## config.mk

```make
export PLATFORM = sky130hd
export DESIGN_NAME = cpu
export DESIGN_NICKNAME = d
export VERILOG_FILES = /design/src/rtl/cpu_pkg.sv /design/src/rtl/cpu_alu.sv /design/src/rtl/cpu.sv
export SDC_FILE = /design/constraint.sdc
export NUM_CORES = 1
export LEC_CHECK = 0
export BUFFER_PORTS_ARGS = -buffer_cell sky130_fd_sc_hd__buf_2
export CORE_MARGIN = 2
export CORE_UTILIZATION = 40
export CTS_BUF_LIST = sky130_fd_sc_hd__clkbuf_4 sky130_fd_sc_hd__clkbuf_8
export DETAILED_ROUTE_END_ITERATION = 6
export SLEW_MARGIN = 20
export SYNTH_ARGS = -nofsm -noshare
export SYNTH_HDL_FRONTEND = slang
export SYNTH_HIERARCHICAL = 1
export SYNTH_SLANG_ARGS = --single-unit
export TNS_END_PERCENT = 5
```

## constraint.sdc

```tcl
create_clock -name clock -period 9.4 [get_ports clock]
set_clock_uncertainty 0.15 [all_clocks]
set_input_delay 0.94 -clock clock [delete_from_list [all_inputs] [get_ports clock]]
set_output_delay 0.94 -clock clock [all_outputs]
set_load 0.01 [all_outputs]
```

## src/rtl/cpu_pkg.sv

```systemverilog
// Shared constants and types for the multi-cycle 16-bit cpu.
// Imported by the top level and the ALU.
package cpu_pkg;

    localparam int DW = 16;
    localparam int IW = 9;
    localparam int NREG = 8;

    localparam logic [2:0] OP_MV  = 3'b000;
    localparam logic [2:0] OP_MVI = 3'b001;
    localparam logic [2:0] OP_ADD = 3'b010;
    localparam logic [2:0] OP_SUB = 3'b011;

    localparam logic [2:0] R0 = 3'd0;
    localparam logic [2:0] R1 = 3'd1;
    localparam logic [2:0] R2 = 3'd2;
    localparam logic [2:0] R3 = 3'd3;
    localparam logic [2:0] R4 = 3'd4;
    localparam logic [2:0] R5 = 3'd5;
    localparam logic [2:0] R6 = 3'd6;
    localparam logic [2:0] R7 = 3'd7;

    typedef enum logic [1:0] {
        T0 = 2'd0,
        T1 = 2'd1,
        T2 = 2'd2,
        T3 = 2'd3
    } state_t;

    function automatic logic [2:0] opcode_of(input logic [IW-1:0] insn);
        return insn[IW-1 -: 3];
    endfunction

    function automatic logic is_alu_op(input logic [2:0] op);
        return (op == OP_ADD) || (op == OP_SUB);
    endfunction

endpackage

```

## src/rtl/cpu_alu.sv

```systemverilog
// Combinational add/subtract unit; results wrap modulo 2^DW.
// No flags are produced.
module cpu_alu
    import cpu_pkg::*;
(
    input  logic [DW-1:0] a,
    input  logic [DW-1:0] b,
    input  logic          sub_sel,
    output logic [DW-1:0] y
);

    always_comb begin
        y = sub_sel ? (a - b) : (a + b);
    end

endmodule

```

## src/rtl/cpu.sv

```systemverilog
// Multi-cycle 16-bit processor: R0..R7, A/G accumulator pair, add/sub ALU.
// Instruction words and mvi immediates arrive on din under run/done.
module cpu
    import cpu_pkg::*;
(
    input  logic              clock,
    input  logic              resetn,
    input  logic [DW-1:0]     din,
    input  logic              run,
    output logic              done,
    output logic [DW-1:0]     bus,
    output logic [NREG*DW-1:0] regs
);

    state_t        state;
    logic [IW-1:0] ir;
    logic [DW-1:0] a;
    logic [DW-1:0] g;
    logic [DW-1:0] r [NREG];
    logic          done_q;

    logic [2:0]    op;
    logic [2:0]    rx;
    logic [2:0]    ry;
    logic          is_mv;
    logic          is_mvi;
    logic          is_alu;
    logic          fetch_alu;
    logic [DW-1:0] bus_v;
    logic [DW-1:0] alu_y;

    assign op     = opcode_of(ir);
    assign rx     = ir[5:3];
    assign ry     = ir[2:0];
    assign is_mv  = (op == OP_MV);
    assign is_mvi = (op == OP_MVI);
    assign is_alu = is_alu_op(op);

    // Decided at fetch so done can be registered into the final cycle
    assign fetch_alu = is_alu_op(opcode_of(din[IW-1:0]));

    always_comb begin
        bus_v = '0;
        case (state)
            T1: begin
                unique case (1'b1)
                    is_mv:   bus_v = r[ry];
                    is_mvi:  bus_v = din;
                    is_alu:  bus_v = r[rx];
                    default: bus_v = '0;
                endcase
            end
            T2:      bus_v = r[ry];
            T3:      bus_v = g;
            default: bus_v = '0;
        endcase
    end

    cpu_alu u_alu (
        .a       (a),
        .b       (bus_v),
        .sub_sel (op == OP_SUB),
        .y       (alu_y)
    );

    always_ff @(posedge clock) begin
        if (resetn) begin
            state  <= T0;
            ir     <= '0;
            a      <= '0;
            g      <= '0;
            done_q <= 1'b0;
            for (int i = 0; i < NREG; i++) begin
                r[i] <= '0;
            end
        end else begin
            done_q <= 1'b0;
            case (state)
                T0: begin
                    if (run) begin
                        ir     <= din[IW-1:0];
                        state  <= T1;
                        done_q <= !fetch_alu;
                    end
                end
                T1: begin
                    unique case (1'b1)
                        is_mv, is_mvi: begin
                            r[rx] <= bus_v;
                            state <= T0;
                        end
                        is_alu: begin
                            a     <= bus_v;
                            state <= T2;
                        end
                        default: state <= T0;
                    endcase
                end
                T2: begin
                    g      <= alu_y;
                    state  <= T3;
                    done_q <= 1'b1;
                end
                T3: begin
                    r[rx] <= g;
                    state <= T0;
                end
                default: state <= T0;
            endcase
        end
    end

    // Reset forces both observation outputs low in the same cycle
    assign done = done_q & ~resetn;
    assign bus  = resetn ? '0 : bus_v;

    for (genvar i = 0; i < NREG; i++) begin : g_regs
        assign regs[i*DW +: DW] = r[i];
    end

endmodule

```

==> results_dict.tcl <==
set metrics [dict create \
    drt_pass1_iterations 5 \
    wl_met1_mm 14.8 \
    status "finished, final reports clean" \
    grt_pass1_vias 8014 \
    ys_seq_area_share_pct 49.0 \
    fin_cells 1398 \
    antennaDiodeCount 0 \
    synthCells 931 \
    path_cells "mux4_2 -> mux2_2 -> a21oi_1 -> nor2b_1 -> inv_1 -> or4_1 -> nor2_1 -> a21oi_1 -> xnor2_1 -> ha_1 -> and3_1 -> a221o_1 -> a21o_1 -> a31oi_1 -> xnor2_1 -> nand2_1 -> a21oi_1" \
    final_nets 1098 \
    post-route-drc-count 0 \
    dp_cells 1367 \
    combPwrFrac_pct 22.1 \
    synth.distinct_cells 56 \
    die_h_um 161 \
    clkLatencyLatePin_ns 0.48 \
    cp.required_ns 9.64 \
    ctsResizeCount 0 \
    cap_violations 0 \
    rsz0062_at_grt "no" \
    dpl_cell_area_um2 10900 \
    hold_viol_final 0 \
    wl_met3_mm 3.40 \
    dieArea_um2 26000 \
    top_layer "met4" \
    grt_pass1_wl_mm 51.8 \
    max_freq_mhz 166 \
    rows 57 \
    p_int_w 0.00137 \
    wire_per_inst_um 25.3 \
    p_sw_w 0.000601 \
    power_w 0.00197 \
    finalInstanceArea_um2 11400 \
    cts_sinks 178 \
    die-width_um 161 \
    clock-root-buffer "clkbuf_8" \
    netSwitchingFraction_pct 30.5 \
    vias 8215 \
    ys_warn_count 6 \
    crit_arrival_ns 6.28 \
    hold_class "flip-flop to flip-flop" \
    final_common_cell "nor2_1" \
    maxSlewHeadroom_pct 18.6 \
    drive_gt1_share_pct 25.7 \
    cts.hold.buffers_added 0 \
    final.setup.tns_ns 0 \
    grt_overflow 0 \
    area_growth_pct 15.3 \
    crit_fanout 54 \
    cts.path.max_buffers 2 \
    antenna_found_initial 0 \
    viasPerCell 5.88 \
    fillers 2305 \
    start_util_pct 40.7 \
    power_density_nw_per_um2 173 \
    syn_nets 967 \
    peakVddDrop_v 0.0000846 \
    grtUsageTotal_pct 27.3 \
    dp_hpwl_mm 24.0 \
    worst_pin_slew_ns 1.22 \
    synth_area_um2 9890 \
    gp_congestion 0.980 \
    seqPwrFrac_pct 46.0 \
    fin_crit_sh_pct 64.2 \
    setup-violations-final 0 \
    drtIter0Drc 874 \
    path_buf_inv 1 \
    ant_nets 0 \
    cts_inserted_buffers 17 \
    worstSetupEndpointType "flip-flop" \
    path_delay_family "simple AND/OR/NAND/NOR gates" \
    cts_tree "built" \
    cpPeakStageDelay_ns 1.02 \
    power_leakage_nw 4.32 \
    pwr-share-clk_pct 31.8 \
    io_buffer_count 163 \
    core_um2 24300 \
    io-pin-count 164 \
    avgSynthCellArea_um2 10.6 \
    crit_top_cell "a21oi_1" \
    postCtsSetupBuffers 0 \
    grt_max_degree 60 \
    drv_slew 0 \
    mostFrequentLayoutCells "nor2_1 (196), buf_2 (163), edfxtp_1 (128), mux2i_1 (75), nand2_1 (61)" \
    crit_slowest_cell "dfxtp_4" \
    critPathKind "flip-flop to flip-flop" \
    fin_crit_ns 6.04 \
    finalWirelength_mm 35.4 \
    ctsHtreeMaxLevel 4 \
    ys_ff_latch 178 \
    clk_pin_slew_worst_paths_ns 0.09 \
    wl_met2_mm 16.3 \
    start_kind "flip-flop" \
]
==> metrics by stage <==
step | util, % | setup slack, ns | hold slack (ns)
global placement | 44.9 | 3.40 | 0.298
floorplan | - | 4.72 | 0.286
detailed placement | 44.9 | 3.39 | 0.303
finish | 46.9 | 3.36 | 0.318
CTS | 46.8 | 3.35 | 0.315
global route | 46.9 | 2.96 | 0.329
==> kinds of logic (layout without fill, tap and decap cells) <==
group	Yosys count	count (layout)	synth area share [%]
AND/OR/NAND/NOR	337	337	15.0
XOR/XNOR	28	28	2.56
flip-flops	178	178	49.0
buffers and inverters	99	242	4.69
multiplexers	115	115	15.8
AO/OA/AOI/OAI	157	157	10.8
adder cells (fa/ha/maj)	17	17	2.23
==> cell type report <==
class	count	area [um2]	area share, %
sequential	178	4850	42.5
multi-input combinational	654	4610	40.4
timing repair buffer	184	973	8.54
tap	324	405	3.55
clock buffer	17	234	2.05
clock inverter	14	230	2.02
inverter	27	101	0.889
==> worst min-delay path: stages (launching register included) <==
cell and delay [ns]:
dfxtp_1 0.32, nand2_1 0.05, a21oi_1 0.05
==> cells in the mapped netlist, drive strengths merged <==
library cell	instances	share of area, %
nand3	8	0.40
a31oi	4	0.25
nor3	7	0.35
o211ai	3	0.23
ha	16	2.0
xor2	5	0.44
a32o	1	0.10
or3	2	0.18
a221o	1	0.10
or4	2	0.19
clkbuf	35	1.3
and2	6	0.38
edfxtp	128	39
a222oi	3	0.30
a211o	2	0.18
a211oi	13	1.1
inv	27	1.0
o21ai	12	0.61
xnor2	23	2.1
mux2i	75	7.6
buf	37	2.3
nand2	61	2.3
a21o	4	0.30
o31ai	1	0.076
nor2b	15	1.0
a221oi	1	0.089
and4bb	1	0.13
or3b	1	0.089
a32oi	20	1.8
a21oi	56	2.9
nand2b	25	1.6
a22oi	22	1.7
dfxtp	50	10
nor3b	4	0.35
nor2	197	7.5
mux2	8	0.91
and3	4	0.25
a22o	2	0.18
fa	1	0.20
a31o	1	0.089
o21a	11	0.84
or2	4	0.25
mux4	32	7.3
==> path summary, 6_finish.rpt <==
path	startpoint	end	slack, ns	cells after the start
worst max-delay path	flip-flop	g[15]	3.36	17
worst min-delay path	g[10]	g[10]	0.32	2
worst max register to register	flip-flop	g[15]	3.36	17
worst min register to register	g[10]	g[10]	0.32	2
==> layer usage <==
layer / global-route usage (%) / vias up
li1: - / 3607
met1: 38.4 / 4060
met2: 42.2 / 489
met3: 6.42 / 59
met4: 8.48 / 0
met5: 0 / -
==> power groups by stage <==
stage	Clock [W]	Sequential [W]	Combinational, W
2_1_floorplan	0	0.000912	0.000313
3_3_place_gp	0	0.000923	0.000433
3_5_place_dp	0	0.000924	0.000428
4_1_cts	0.000629	0.000906	0.000431
5_1_grt	0.000662	0.000911	0.000473
6_report	0.000627	0.000907	0.000436
==> sequential cells by signal, indices dropped and copies added, names as in the netlist, named ones only <==
| name | cells |
|---|---|
| r | 128 |
| a | 16 |
| g | 16 |
| ir | 9 |
| done_q | 1 |
| state | 1 |
No activity file was read; power rests on OpenSTA's default activity.
